## src/rtl/heater_ctrl_pkg.sv

```systemverilog
// Shared types and defaults for the heater transmit scheduler.
// Build option: HEATER_MANCHESTER_EN selects Manchester keying of data bits.
package heater_ctrl_pkg;

   typedef enum logic [2:0] {
      ST_IDLE,
      ST_SYNC,
      ST_BIT,
      ST_GUARD,
      ST_DONE
   } state_e;

   localparam int DEF_MSG_W         = 64;
   localparam int DEF_PERIOD_W      = 32;
   localparam int DEF_SYNC_PERIODS  = 2;
   localparam int DEF_GUARD_PERIODS = 1;

   // Eight spare bits so (periods * bit period) never wraps.
   localparam int DEF_TIMER_W = DEF_PERIOD_W + 8;
   typedef logic [DEF_TIMER_W-1:0] timer_t;

endpackage

```

## src/rtl/heater_period_timer.sv

```systemverilog
// Loadable down counter; tc is high while the count sits at zero.
// The next-cycle count is exported so callers can register outputs
// that depend on the position inside a period.
module heater_period_timer #(
   parameter int WIDTH = 40
) (
   input  logic             clk,
   input  logic             rst,
   input  logic             load,
   input  logic [WIDTH-1:0] load_value,
   output logic [WIDTH-1:0] count_next,
   output logic             tc
);

   logic [WIDTH-1:0] count_q;
   logic [WIDTH-1:0] count_d;

   // Load wins; otherwise count down and park at zero.
   always_comb begin
      count_d = count_q;
      if (load) begin
         count_d = load_value;
      end else if (count_q != '0) begin
         count_d = count_q - WIDTH'(1);
      end
   end

   // Count register.
   always_ff @(posedge clk or posedge rst) begin
      if (rst) begin
         count_q <= '0;
      end else begin
         count_q <= count_d;
      end
   end

   assign count_next = count_d;
   assign tc         = (count_q == '0);

endmodule

```

## src/rtl/heater_tx_scheduler.sv

```systemverilog
// Drives the ring-oscillator heater enable to send a message as thermal
// bits: sync preamble (heat), data bits, guard (cool), one-cycle DONE.
// Build option: HEATER_MANCHESTER_EN splits each data bit into two halves.
module heater_tx_scheduler
   import heater_ctrl_pkg::*;
#(
   parameter int MSG_W         = DEF_MSG_W,
   parameter int PERIOD_W      = DEF_PERIOD_W,
   parameter int SYNC_PERIODS  = DEF_SYNC_PERIODS,
   parameter int GUARD_PERIODS = DEF_GUARD_PERIODS
) (
   input  logic                clk,
   input  logic                rst,
   input  logic                start,
   input  logic                abort,
   input  logic [MSG_W-1:0]    msg_data,
   input  logic [7:0]          msg_bits,
   input  logic [PERIOD_W-1:0] bit_period,
   input  logic [63:0]         ro_heating_counter_value,
   output logic                ro_heating_enable,
   output logic                busy,
   output logic                done,
   output logic [7:0]          bit_idx,
   output logic [63:0]         counter_snapshot
);

   localparam int TW = PERIOD_W + 8;
   localparam logic [7:0] MSG_W_B = 8'(MSG_W);

   state_e              state_q, state_d;
   logic [MSG_W-1:0]    shreg_q, shreg_d;
   logic [7:0]          nbits_q, nbits_d;
   logic [7:0]          bit_idx_q, bit_idx_d;
   logic [PERIOD_W-1:0] eff_q, eff_d;
   logic                en_q, en_d;
   logic [63:0]         snap_q, snap_d;
   logic                enter;
   logic [TW-1:0]       load_value;
   logic [TW-1:0]       count_next;
   logic                tc;

   function automatic logic [TW-1:0] periods_of(input state_e s);
      case (s)
         ST_SYNC:  periods_of = TW'(SYNC_PERIODS);
         ST_BIT:   periods_of = TW'(1);
         ST_GUARD: periods_of = TW'(GUARD_PERIODS);
         default:  periods_of = '0;
      endcase
   endfunction

   function automatic state_e after_data();
      after_data = (GUARD_PERIODS > 0) ? ST_GUARD : ST_DONE;
   endfunction

   function automatic state_e after_sync(input logic [7:0] nbits);
      after_sync = (nbits != 8'd0) ? ST_BIT : after_data();
   endfunction

   heater_period_timer #(.WIDTH(TW)) u_timer (
      .clk        (clk),
      .rst        (rst),
      .load       (enter),
      .load_value (load_value),
      .count_next (count_next),
      .tc         (tc)
   );

   // Next-state, datapath and registered-enable decode.
   always_comb begin
      state_d    = state_q;
      shreg_d    = shreg_q;
      nbits_d    = nbits_q;
      bit_idx_d  = bit_idx_q;
      eff_d      = eff_q;
      snap_d     = snap_q;
      enter      = 1'b0;
      en_d       = 1'b0;
      load_value = '0;

      case (state_q)
         ST_IDLE: begin
            if (start && !abort) begin
`ifdef HEATER_MANCHESTER_EN
               eff_d = (bit_period < PERIOD_W'(2)) ? PERIOD_W'(2) : bit_period;
`else
               eff_d = (bit_period == '0) ? PERIOD_W'(1) : bit_period;
`endif
               shreg_d   = msg_data;
               nbits_d   = (msg_bits > MSG_W_B) ? MSG_W_B : msg_bits;
               bit_idx_d = 8'd0;
               state_d   = (SYNC_PERIODS > 0) ? ST_SYNC : after_sync(nbits_d);
               enter     = 1'b1;
            end
         end
         ST_SYNC: begin
            if (tc) begin
               state_d = after_sync(nbits_q);
               enter   = 1'b1;
            end
         end
         ST_BIT: begin
            if (tc) begin
               enter = 1'b1;
               if (bit_idx_q == nbits_q - 8'd1) begin
                  state_d = after_data();
               end else begin
                  shreg_d   = shreg_q >> 1;
                  bit_idx_d = bit_idx_q + 8'd1;
               end
            end
         end
         ST_GUARD: begin
            if (tc) begin
               state_d = ST_DONE;
               enter   = 1'b1;
            end
         end
         ST_DONE: begin
            snap_d  = ro_heating_counter_value;
            state_d = ST_IDLE;
         end
         default: state_d = ST_IDLE;
      endcase

      // Abort cancels without a done pulse or a new snapshot.
      if (abort && state_q != ST_IDLE) begin
         state_d = ST_IDLE;
         enter   = 1'b0;
         snap_d  = snap_q;
      end

      load_value = periods_of(state_d) * TW'(eff_d) - TW'(1);

      // Enable reflects the state/position of the coming cycle.
      case (state_d)
         ST_SYNC: en_d = 1'b1;
`ifdef HEATER_MANCHESTER_EN
         ST_BIT:  en_d = (count_next >= (TW'(eff_d) - (TW'(eff_d) >> 1)))
                         ? shreg_d[0] : ~shreg_d[0];
`else
         ST_BIT:  en_d = shreg_d[0];
`endif
         default: en_d = 1'b0;
      endcase
   end

`ifndef HEATER_MANCHESTER_EN
   logic unused_count;
   assign unused_count = ^count_next;
`endif

   // State and datapath registers.
   always_ff @(posedge clk or posedge rst) begin
      if (rst) begin
         state_q   <= ST_IDLE;
         shreg_q   <= '0;
         nbits_q   <= 8'd0;
         bit_idx_q <= 8'd0;
         eff_q     <= PERIOD_W'(1);
         en_q      <= 1'b0;
         snap_q    <= 64'd0;
      end else begin
         state_q   <= state_d;
         shreg_q   <= shreg_d;
         nbits_q   <= nbits_d;
         bit_idx_q <= bit_idx_d;
         eff_q     <= eff_d;
         en_q      <= en_d;
         snap_q    <= snap_d;
      end
   end

   assign ro_heating_enable = en_q;
   assign busy              = (state_q != ST_IDLE);
   assign done              = (state_q == ST_DONE);
   assign bit_idx           = bit_idx_q;
   assign counter_snapshot  = snap_q;

endmodule

```

## config.mk

```make
export PLATFORM = sky130hd
export DESIGN_NAME = heater_tx_scheduler
export DESIGN_NICKNAME = d
export VERILOG_FILES = /design/src/rtl/heater_ctrl_pkg.sv /design/src/rtl/heater_period_timer.sv /design/src/rtl/heater_tx_scheduler.sv
export SDC_FILE = /design/constraint.sdc
export NUM_CORES = 1
export LEC_CHECK = 0
export CORE_ASPECT_RATIO = 1.5
export CORE_MARGIN = 3
export CORE_UTILIZATION = 52
export DETAILED_ROUTE_END_ITERATION = 12
export HOLD_SLACK_MARGIN = 0.15
export MAX_ROUTING_LAYER = met4
export PLACE_DENSITY_LB_ADDON = 0.12
export RECOVER_POWER = 25
export SETUP_SLACK_MARGIN = 0.2
export SYNTH_ARGS = -nofsm -noshare
export SYNTH_HDL_FRONTEND = slang
export SYNTH_SLANG_ARGS = --single-unit
```

## constraint.sdc

```tcl
create_clock -name clk -period 9.9 [get_ports clk]
set_input_delay 1.98 -clock clk [delete_from_list [all_inputs] [get_ports clk]]
set_output_delay 1.98 -clock clk [all_outputs]
set_load 0.02 [all_outputs]
```

==> summary.txt <==
Worst setup path
  • Required @ worst endpoint: about 10 ns
  • Kind of start point of the critical path: primary input
  • Crit path DAT: between 7 and 8 ns
  • Critical path fanouts, max: 33
  • Worst flop-to-flop path startpoint: u_timer.count_q[0]
  • Crit path from: abort
  • Critical setup path kind: in -> reg
  • Critical path endpoint category: register
  • Worst R2R Setup Slack: around 3.5 ns

Status
  • Failing checks: max-capacitance violations, max-slew violations
  • Outcome: complete, but fails checks

Die
  • DIE HEIGHT: 194 µm
  • CORE AREA: roughly 23000 µm²
  • I/O pins: ~250
  • Die W: 131 µm
  • Row cnt: 68
  • Starting density of the core: 0.531
  • Die Area: approximately 25000 µm²

Timing
  • Final Cycle Share: 0.725
  • Slew headroom: -2.05
  • RSZ-0062 raised after global routing: false
  • Hold Fails Final Rpt: 0
  • Skew final: between 0.015 and 0.02 ns
  • Worst Max-Slew Pin Slew: around 4.5 ns
  • Setup violators final: 0
  • F_max: between 0.1 and 0.15 GHz
  • Tmin final: ~7 ns
  • Slew Viols, Final: 171
  • Setup TNS: 0 ns

Hold path
  • Hold WC Path Type: reg -> reg
  • Min-delay src: shreg_q[37]

Routing
  • Via count: around 10000
  • Vias per inst: between 5 and 6
  • Wire per inst: 16.1 µm
  • Final ANT Viol Nets: 0
  • WL final: approximately 30 mm
  • Remaining DRCs: 0
  • Iter 0 DRT Violations: around 440
  • DR pass1 iterations: 5

Clock tree
  • CTS tree: built
  • Hold buffers post-CTS: 0
  • Clock Sinks: between 200 and 250
  • CTS Buf Count: 23
  • Worst-skew pair later-pin latency: 0.53 ns
  • Root buf cell: clkbuf_16
  • Clock transition at path regs: around 0.060 ns
  • Maximum clock path buffer count: 3
  • Post-CTS Resized: 0
  • Post-CTS Setup Bufs: 0
  • # H-tree levels: 1

Logic synthesis
  • Synth area leaders: dfrtp_1 (45%), nand2_1 (9.3%), ha_1 (6.8%), mux2_2 (5.9%), a22oi_1 (3.9%)
  • Mapped Area: 12200 µm²
  • Top post-synthesis cells by count: nand2_1 (305), dfrtp_1 (219), inv_1 (82)
  • Post-Syn Instances: ~1300
  • Most area-hungry cell type in the Yosys netlist: dfrtp_1
  • Register area share after synthesis: 0.450
  • Post-synth EDFFs: 0
  • Yosys top cell area share: 0.447
  • Count leader, synth: nand2_1
  • Dominant synthesized flop cell: dfrtp_1
  • Synthesized netlist net count: roughly 1600
  • Mean area per synthesized cell: 9.22 µm²
  • Unique cell type count in the Yosys netlist: 68
  • #FFs+latches synth: 220
  • Yosys warnings: 0
  • FFs w/ async S/R, synth: 1.00

Run
  • Number of max-cap violations: 2

Cells and area
  • Synth-to-Final Area Change: 28.1%
  • Non-Filler Instances: about 1900
  • Multi-input logic area: 6200 µm²
  • N_diodes: 0
  • Reg area: ~5500 µm²
  • Share of cells above drive strength 1: 0.0880
  • Fillers: approximately 1900
  • Nets: roughly 1800

GRT
  • Gr usage total: 0.242
  • First-pass GRT wire length: 50.5 mm
  • Largest net degree at the start of global routing: around 110
  • Antenna violations before repair: 0
  • Overflow after GRT: 0
  • Vias in the first global route: 10285

Pwr
  • Pwr dens: 175 nW/µm²
  • Leakage: ~7 nW
  • Peak supply drop: between 0.0001 and 0.00015 V

Placement
  • Post-DP HPWL: about 22 mm
  • Cells after DPL: 1844
  • GP Congestion: 0.865
  • PortBufs: 246
-- cell type report --
| type | instances | area share |
|---|---|---|
| clock buffers | 31 | 0.0418 |
| inverters | 83 | 0.0199 |
| well taps | 315 | 0.0251 |
| flip-flops and latches | 220 | 0.351 |
| clock inverters | 9 | 0.00463 |
| multi-input cells | 969 | 0.395 |
| repair buffers | 257 | 0.162 |
-- power breakdown --
part           leakage, nW  total, W  internal, W  switching, W
Sequential            2.79   0.00114      0.00103      0.000106
Combinational         4.03  0.000756     0.000355      0.000401
Clock                0.357  0.000840     0.000469      0.000371
-- logic make-up (layout without fill, tap and decap cells) --
logic type	Yosys count	after routing	share of synthesized area
buffers and inverters	140	380	0.0458
adders and majority gates	68	68	0.0701
and+or+nand+nor	525	525	0.196
AOI/OAI and AO/OA	239	239	0.127
xor gates and xnor gates	71	71	0.0508
DFF	220	220	0.450
muxes	66	66	0.0605
-- cells in the final DEF, fill, tap and decap left out, types with 42 or more instances in the layout --
cell	instances
a21oi_1	45
mux2_2	64
nand2_1	305
o21ai_0	55
xnor2_1	42
ha_1	67
inv_1	81
nor2_1	61
a22oi_1	63
dfrtp_1	219
clkdlybuf4s50_1	244
-- metrics by stage --
step	utilization	hold WS, ns	setup WS, ns	instance area, µm²	power [W]
4_1_cts	0.681	0.470	3.37	15700	0.00276
5_1_grt	0.680	0.494	2.21	15700	0.00290
3_5_place_dp	0.649	0.456	2.81	15000	0.00191
3_3_place_gp	0.649	0.451	2.92	15000	0.00189
2_1_floorplan	-	0.440	1.90	12200	0.00167
6_report	0.680	0.468	2.72	15700	0.00274
-- metal layers --
layer	wire, µm	global-route usage
met1	12000	0.274
met2	16600	0.454
met3	1280	0.0325
met5	0	-
met4	491	0.0537
-- path summary, 6_finish.rpt --
check                                       end  cells after the start
max                         u_timer.count_q[35]                     21
min                                 shreg_q[37]                      2
max reg2reg                 u_timer.count_q[35]                     22
min reg2reg                         shreg_q[37]                      2
max in group asynchronous             eff_q[28]                      4
min in group asynchronous  counter_snapshot[36]                      2
-- registers in the layout (all words and copies together) (netlist names) --
signal,flops
bit_idx,8
counter_snapshot,64
eff_q,32
nbits_q,8
ro_heating_enable,1
shreg_q,64
state_q,3
u_timer.count_q,40
-- critical path, stage by stage --
cell,delay (ns)
dlygate4sd3_1,0.59
nor2_1,0.26
and3_1,1.03
a31oi_1,0.08
a21oi_1,0.24
o211ai_1,0.12
buf_4,0.25
nand2b_1,0.18
ha_1,0.29
inv_1,0.06
ha_1,0.19
inv_1,0.07
fa_1,0.40
nand2b_1,0.17
a21oi_1,0.25
o31ai_1,0.14
a21oi_1,0.50
a31o_2,0.28
a41oi_1,0.19
a31oi_1,0.23
a21oi_1,0.06
(Power assumes the default switching activity.)
